===== config.mk =====
export PLATFORM = sky130hd
export DESIGN_NAME = dmem_arbiter
export DESIGN_NICKNAME = d
export VERILOG_FILES = /design/src/rtl/dmem_pkg.sv /design/src/rtl/dmem_req_decode.sv /design/src/rtl/dmem_arbiter.sv
export SDC_FILE = /design/constraint.sdc
export NUM_CORES = 1
export LEC_CHECK = 0
export BUFFER_PORTS_ARGS = -buffer_cell sky130_fd_sc_hd__buf_4
export CAP_MARGIN = 5
export CELL_PAD_IN_SITES_DETAIL_PLACEMENT = 1
export CELL_PAD_IN_SITES_GLOBAL_PLACEMENT = 1
export CORE_ASPECT_RATIO = 0.9
export CORE_MARGIN = 1
export CORE_UTILIZATION = 30
export DETAILED_ROUTE_END_ITERATION = 10
export PLACE_DENSITY_LB_ADDON = 0.1
export SLEW_MARGIN = 20
export SYNTH_ARGS = -nofsm -noshare
export SYNTH_HDL_FRONTEND = slang
export SYNTH_SLANG_ARGS = --single-unit
export TNS_END_PERCENT = 50

===== constraint.sdc =====
create_clock -name clk -period 1.8 [get_ports clk]
set_clock_uncertainty 0.05 [all_clocks]
set_input_delay 0.36 -clock clk [delete_from_list [all_inputs] [get_ports clk]]
set_output_delay 0.36 -clock clk [all_outputs]
set_load 0.01 [all_outputs]

===== src/rtl/dmem_pkg.sv =====
// rtl/dmem_pkg.sv - shared encodings for the data-memory arbiter
package dmem_pkg;

    localparam logic [1:0] LS_WORD = 2'b00;
    localparam logic [1:0] LS_HALF = 2'b01;
    localparam logic [1:0] LS_BYTE = 2'b10;

    localparam logic [2:0] F3_LB  = 3'b000;
    localparam logic [2:0] F3_LH  = 3'b001;
    localparam logic [2:0] F3_LW  = 3'b010;
    localparam logic [2:0] F3_LBU = 3'b100;
    localparam logic [2:0] F3_LHU = 3'b101;
    localparam logic [2:0] F3_SB  = 3'b000;
    localparam logic [2:0] F3_SH  = 3'b001;
    localparam logic [2:0] F3_SW  = 3'b010;

    typedef enum logic {
        PORT0 = 1'b0,
        PORT1 = 1'b1
    } port_id_t;

endpackage


===== src/rtl/dmem_req_decode.sv =====
// rtl/dmem_req_decode.sv - funct3 and alignment decode of the arbitrated request
module dmem_req_decode
    import dmem_pkg::*;
(
    input  logic       i_we,
    input  logic [2:0] i_funct3,
    input  logic [1:0] i_addr_lo,
    output logic [1:0] o_load_size,
    output logic       o_load_signed,
    output logic       o_legal
);

    logic w_f3_ok;
    logic w_aligned;

    always_comb begin
        o_load_size   = LS_WORD;
        o_load_signed = 1'b0;
        w_f3_ok       = 1'b0;
        case (i_funct3)
            F3_LB: begin
                o_load_size   = LS_BYTE;
                o_load_signed = ~i_we;
                w_f3_ok       = 1'b1;
            end
            F3_LH: begin
                o_load_size   = LS_HALF;
                o_load_signed = ~i_we;
                w_f3_ok       = 1'b1;
            end
            F3_LW: begin
                o_load_size = LS_WORD;
                w_f3_ok     = 1'b1;
            end
            // unsigned variants exist only for loads
            F3_LBU: begin
                o_load_size = LS_BYTE;
                w_f3_ok     = ~i_we;
            end
            F3_LHU: begin
                o_load_size = LS_HALF;
                w_f3_ok     = ~i_we;
            end
            default: w_f3_ok = 1'b0;
        endcase
    end

    always_comb begin
        w_aligned = 1'b1;
        case (o_load_size)
            LS_HALF: w_aligned = ~i_addr_lo[0];
            LS_WORD: w_aligned = (i_addr_lo == 2'b00);
            default: w_aligned = 1'b1;
        endcase
    end

    assign o_legal = w_f3_ok & w_aligned;

endmodule


===== src/rtl/dmem_arbiter.sv =====
// rtl/dmem_arbiter.sv - two-port data-memory arbiter with starvation guard
// and in-order routing of read returns to the issuing port
module dmem_arbiter
    import dmem_pkg::*;
#(
    parameter int DM_ADDRESS = 9,
    parameter int DATA_W     = 32,
    parameter int READ_LAT   = 2,
    parameter int STARVE_MAX = 4
) (
    input  logic                  clk,
    input  logic                  rst_n,
    input  logic                  req0,
    input  logic                  req1,
    input  logic                  we0,
    input  logic                  we1,
    input  logic [DM_ADDRESS-1:0] addr0,
    input  logic [DM_ADDRESS-1:0] addr1,
    input  logic [DATA_W-1:0]     wdata0,
    input  logic [DATA_W-1:0]     wdata1,
    input  logic [2:0]            funct3_0,
    input  logic [2:0]            funct3_1,
    output logic                  gnt0,
    output logic                  gnt1,
    output logic                  err0,
    output logic                  err1,
    output logic                  rvalid0,
    output logic                  rvalid1,
    output logic [DATA_W-1:0]     rdata0,
    output logic [DATA_W-1:0]     rdata1,
    output logic                  stall0,
    output logic                  MemRead,
    output logic                  MemWrite,
    output logic [DM_ADDRESS-1:0] a,
    output logic [DATA_W-1:0]     wd,
    output logic [2:0]            Funct3,
    output logic [1:0]            LoadSize,
    output logic                  LoadSigned,
    input  logic [DATA_W-1:0]     rd
);

    localparam int CNT_W = $clog2(STARVE_MAX + 1);
    localparam logic [CNT_W-1:0] STARVE_LIM = CNT_W'(STARVE_MAX);

    logic [CNT_W-1:0]      r_starve_cnt;
    logic                  r_inf_valid [READ_LAT];
    port_id_t              r_inf_owner [READ_LAT];
    logic                  r_err0;
    logic                  r_err1;
    logic                  r_rvalid0;
    logic                  r_rvalid1;
    logic [DATA_W-1:0]     r_rdata0;
    logic [DATA_W-1:0]     r_rdata1;

    logic                  w_win1;
    logic                  w_gnt0;
    logic                  w_gnt1;
    logic                  w_any;
    logic                  w_issue;
    port_id_t              w_winner;
    logic                  w_we;
    logic [DM_ADDRESS-1:0] w_addr;
    logic [DATA_W-1:0]     w_wdata;
    logic [2:0]            w_funct3;
    logic [1:0]            w_load_size;
    logic                  w_load_signed;
    logic                  w_legal;
    logic                  w_tail_valid;
    port_id_t              w_tail_owner;

    // Port 0 has priority unless port 1 has waited STARVE_MAX cycles
    assign w_win1   = req1 & (~req0 | (r_starve_cnt == STARVE_LIM));
    assign w_gnt0   = rst_n & req0 & ~w_win1;
    assign w_gnt1   = rst_n & w_win1;
    assign w_any    = w_gnt0 | w_gnt1;
    assign w_winner = w_win1 ? PORT1 : PORT0;

    assign w_we     = w_win1 ? we1      : we0;
    assign w_addr   = w_win1 ? addr1    : addr0;
    assign w_wdata  = w_win1 ? wdata1   : wdata0;
    assign w_funct3 = w_win1 ? funct3_1 : funct3_0;

    dmem_req_decode u_decode (
        .i_we          (w_we),
        .i_funct3      (w_funct3),
        .i_addr_lo     (w_addr[1:0]),
        .o_load_size   (w_load_size),
        .o_load_signed (w_load_signed),
        .o_legal       (w_legal)
    );

    // Illegal requests are consumed by the grant but never reach memory
    assign w_issue    = w_any & w_legal;
    assign MemRead    = w_issue & ~w_we;
    assign MemWrite   = w_issue & w_we;
    assign a          = w_issue ? w_addr        : '0;
    assign wd         = w_issue ? w_wdata       : '0;
    assign Funct3     = w_issue ? w_funct3      : 3'b000;
    assign LoadSize   = w_issue ? w_load_size   : LS_WORD;
    assign LoadSigned = w_issue & w_load_signed;

    assign gnt0   = w_gnt0;
    assign gnt1   = w_gnt1;
    assign stall0 = req0 & ~w_gnt0;

    always_ff @(posedge clk or negedge rst_n) begin
        if (!rst_n) begin
            r_starve_cnt <= '0;
        end else if (!req1 || w_gnt1) begin
            r_starve_cnt <= '0;
        end else if (r_starve_cnt != STARVE_LIM) begin
            r_starve_cnt <= r_starve_cnt + CNT_W'(1);
        end
    end

    always_ff @(posedge clk or negedge rst_n) begin
        if (!rst_n) begin
            for (int i = 0; i < READ_LAT; i++) begin
                r_inf_valid[i] <= 1'b0;
                r_inf_owner[i] <= PORT0;
            end
        end else begin
            r_inf_valid[0] <= MemRead;
            r_inf_owner[0] <= w_winner;
            for (int i = 1; i < READ_LAT; i++) begin
                r_inf_valid[i] <= r_inf_valid[i-1];
                r_inf_owner[i] <= r_inf_owner[i-1];
            end
        end
    end

    assign w_tail_valid = r_inf_valid[READ_LAT-1];
    assign w_tail_owner = r_inf_owner[READ_LAT-1];

    always_ff @(posedge clk or negedge rst_n) begin
        if (!rst_n) begin
            r_err0    <= 1'b0;
            r_err1    <= 1'b0;
            r_rvalid0 <= 1'b0;
            r_rvalid1 <= 1'b0;
            r_rdata0  <= '0;
            r_rdata1  <= '0;
        end else begin
            r_err0    <= w_gnt0 & ~w_legal;
            r_err1    <= w_gnt1 & ~w_legal;
            r_rvalid0 <= w_tail_valid & (w_tail_owner == PORT0);
            r_rvalid1 <= w_tail_valid & (w_tail_owner == PORT1);
            if (w_tail_valid) begin
                if (w_tail_owner == PORT1) begin
                    r_rdata1 <= rd;
                end else begin
                    r_rdata0 <= rd;
                end
            end
        end
    end

    assign err0    = r_err0;
    assign err1    = r_err1;
    assign rvalid0 = r_rvalid0;
    assign rvalid1 = r_rvalid1;
    assign rdata0  = r_rdata0;
    assign rdata1  = r_rdata1;

endmodule


==> impl_metrics.yaml <==
place:
  routabilityCongestion: 0.8559
  dpl_worst_slack_ns: -0.2517
  io_buffers: 245
  dp_hpwl_um: 12030
global_routing:
  grtUsageTotal: 0.2122
  antenna_found_initial: 0
  grt_max_degree: 39
  grt_pass1_vias: 4648
  grt_overflow_total: 0
  grt_pass1_wl_um: 24500
cts:
  cts.sinks: 75
  clk_pin_slew_ns: 0.06
  cts_tree: "done"
  clock_latency_ns: 0.33
  numCtsBuffers: 9
  clockRootBuffer: "clkbuf_16"
  cts.path.max_buffers: 2
  h-tree-depth: 3
layout:
  drive_gt1_frac: 0.6851
  area_delta_synth_final_pct: 84.47
  utilization: 0.5710
  diodes: 0
  nets: 794
  final_cell_mix: "257 x buf_4, 75 x dfrtp_1, 64 x mux2_2, 46 x buf_6, 45 x nand4_1"
  final_common_cell: "buf_4"
synth:
  ys_seq_elements: 75
  synth_area_leaders: "dfrtp_1 43%, mux2_2 17%, o32ai_2 15%, nand4_1 6.4%, nand2_1 3.6%"
  syn_area_um2: 4367
  syn_avg_cell_area_um2: 11.74
  yosysTopAreaCell: "dfrtp_1"
  yosys.cell_types.count: 41
  syn_inst: 372
  synth_warnings: 0
  yosysTopAreaCellShare: 0.4298
  syn-num-nets: 500
  yosysSeqAreaShare: 0.4298
worst_hold_path:
  min-delay-path-class: "input port to flop"
floorplan:
  core_area_um2: 14110
  rows: 41
  io_pins: 246
  die_area_um2: 15040
  die_h_um: 116.5
  fp.dieW_um: 129.2
  initial_core_util: 0.3095
sta:
  min_period_ns: 2.304
  tightest_slew_ns: 0.7295
  hold_viol: 0
  clock.fmax_mhz: 434.0
  slew_headroom: 0.5104
  setup_viol: 52
  rsz0062_at_grt: "yes"
  worst_slack_ns: -0.5042
  post-route-period-util: 1.280
  slew_viol_final: 0
drt:
  dr_total_vias: 4405
  via_per_inst: 5.104
  initialDrtViolationCount: 203
  drc: 0
  final_antenna_net_count: 0
  wl_per_cell_um: 18.95
  wirelength_um: 16360
  dr.pass1.iters: 4
power:
  power_w: 0.006556
  power-per-cell-area_nw_per_um2: 813.9
  peakVddDrop_mv: 0.4959
  p_leak_nw: 3.383
setup_path:
  cp_top_family: "buffers and inverters"
  path_max_fanout: 7
  crit_arrival_ns: 1.89
  cpPeakStageDelay_ns: 0.39
  critPathBufInv: 4
  path_class: "flop to output pin"
  cp_slowest_cell: "dfrtp_1"
  crit_top_cell: "buf_6"
  start_kind: "flop"
  path_cells: "inv_2 > ha_4 > a21bo_4 > buf_6 > buf_6 > nand4_1 > a21oi_2 > buf_4"
  crit_required_ns: 1.39
  crit_path_end_kind: "output pin"
job:
  drv_cap: 0
outcome:
  violations: "setup timing"
  run_status: "finished with violations"
[where the power goes]
| group | internal, W | switching (W) | total, W |
|---|---|---|---|
| clock network | 0.00110 | 0.000655 | 0.00176 |
| logic | 0.00139 | 0.00109 | 0.00248 |
| registers | 0.00211 | 0.000212 | 0.00232 |
[worst paths after layout]
path / startpoint / endpoint / slack [ns] / depth (start not counted)
setup reg to reg: r_starve_cnt[1] / r_inf_valid[1] / 0.16 / 7
hold reg to reg: r_inf_owner[1] / w_tail_owner / 0.30 / 0
min in group asynchronous: rst_n / rdata0[22] / 0.23 / 3
max in group asynchronous: rst_n / err0 / 0.83 / 3
hold / removal: rd[21] / rdata1[21] / 0.22 / 2
setup / recovery: r_starve_cnt[1] / LoadSize[0] / -0.50 / 8
[cells in the mapped netlist (all sizes together)]
library cell,instances
nand2b,1
nor4,2
and3,1
o21ai,4
a221oi,2
and4,1
buf,24
a2111oi,1
clkbuf,15
dfrtp,75
or3,2
mux2,64
nor3,1
nand3,5
o21a,1
a21oi,14
a211oi,3
a21bo,1
nand4,45
and2,1
nand2,43
inv,6
o32ai,41
o211ai,6
a21boi,2
o2111ai,1
ha,2
nor2,3
clkinv,1
nor2b,3
nand3b,1
[stage by stage]
stage | instance area [µm²] | TNS (ns) | std cells | hold slack, ns
after detailed placement | 7277 | -9.665 | 830 | 0.2770
final | 8055 | -23.91 | 863 | 0.2205
after floorplan | 4835 | 0 | 372 | 0.01441
after global placement | 7277 | -8.563 | 830 | 0.2725
after global routing | 8055 | -27.31 | 863 | 0.2147
after CTS | 7888 | -23.48 | 856 | 0.2089
[logic make-up (layout without fill, tap and decap cells)]
family                     after synthesis  in the layout  synth area share
AOI/OAI and AO/OA                       76             76            0.2063
adders and majority gates                2              2          0.005730
buffers and inverters                   46            344           0.05788
DFF                                     75             75            0.4298
muxes                                   64             64            0.1650
and+or+nand+nor                        109            109            0.1352
[layout make-up]
class                      instances  area (µm²)
multi-input combinational        251        2774
inverter                           7       33.78
fill                            1476        6052
sequential                        75        1877
timing repair buffer             322        2835
tap                              193       241.5
clock buffer                      11       242.7
clock inverter                     4       51.30
[metal layers]
| layer | routed length, µm | GRT usage |
|---|---|---|
| met1 | 6617 | 0.2522 |
| met2 | 8365 | 0.3756 |
| met3 | 1089 | 0.05543 |
| met4 | 284 | 0.06510 |
| met5 | 0 | 0 |
[repair_timing]
action | in CTS | in global routing
setup buffers | 6 | 4
pin swaps | 6 | 5
hold buffers | 3 | 0
endpoints found under the setup margin | 52 | 52
resized for setup | 55 | 12
cloned | 2 | 3
endpoints found under the hold margin | 6 | 0
Power figures use the tool's default switching activity.
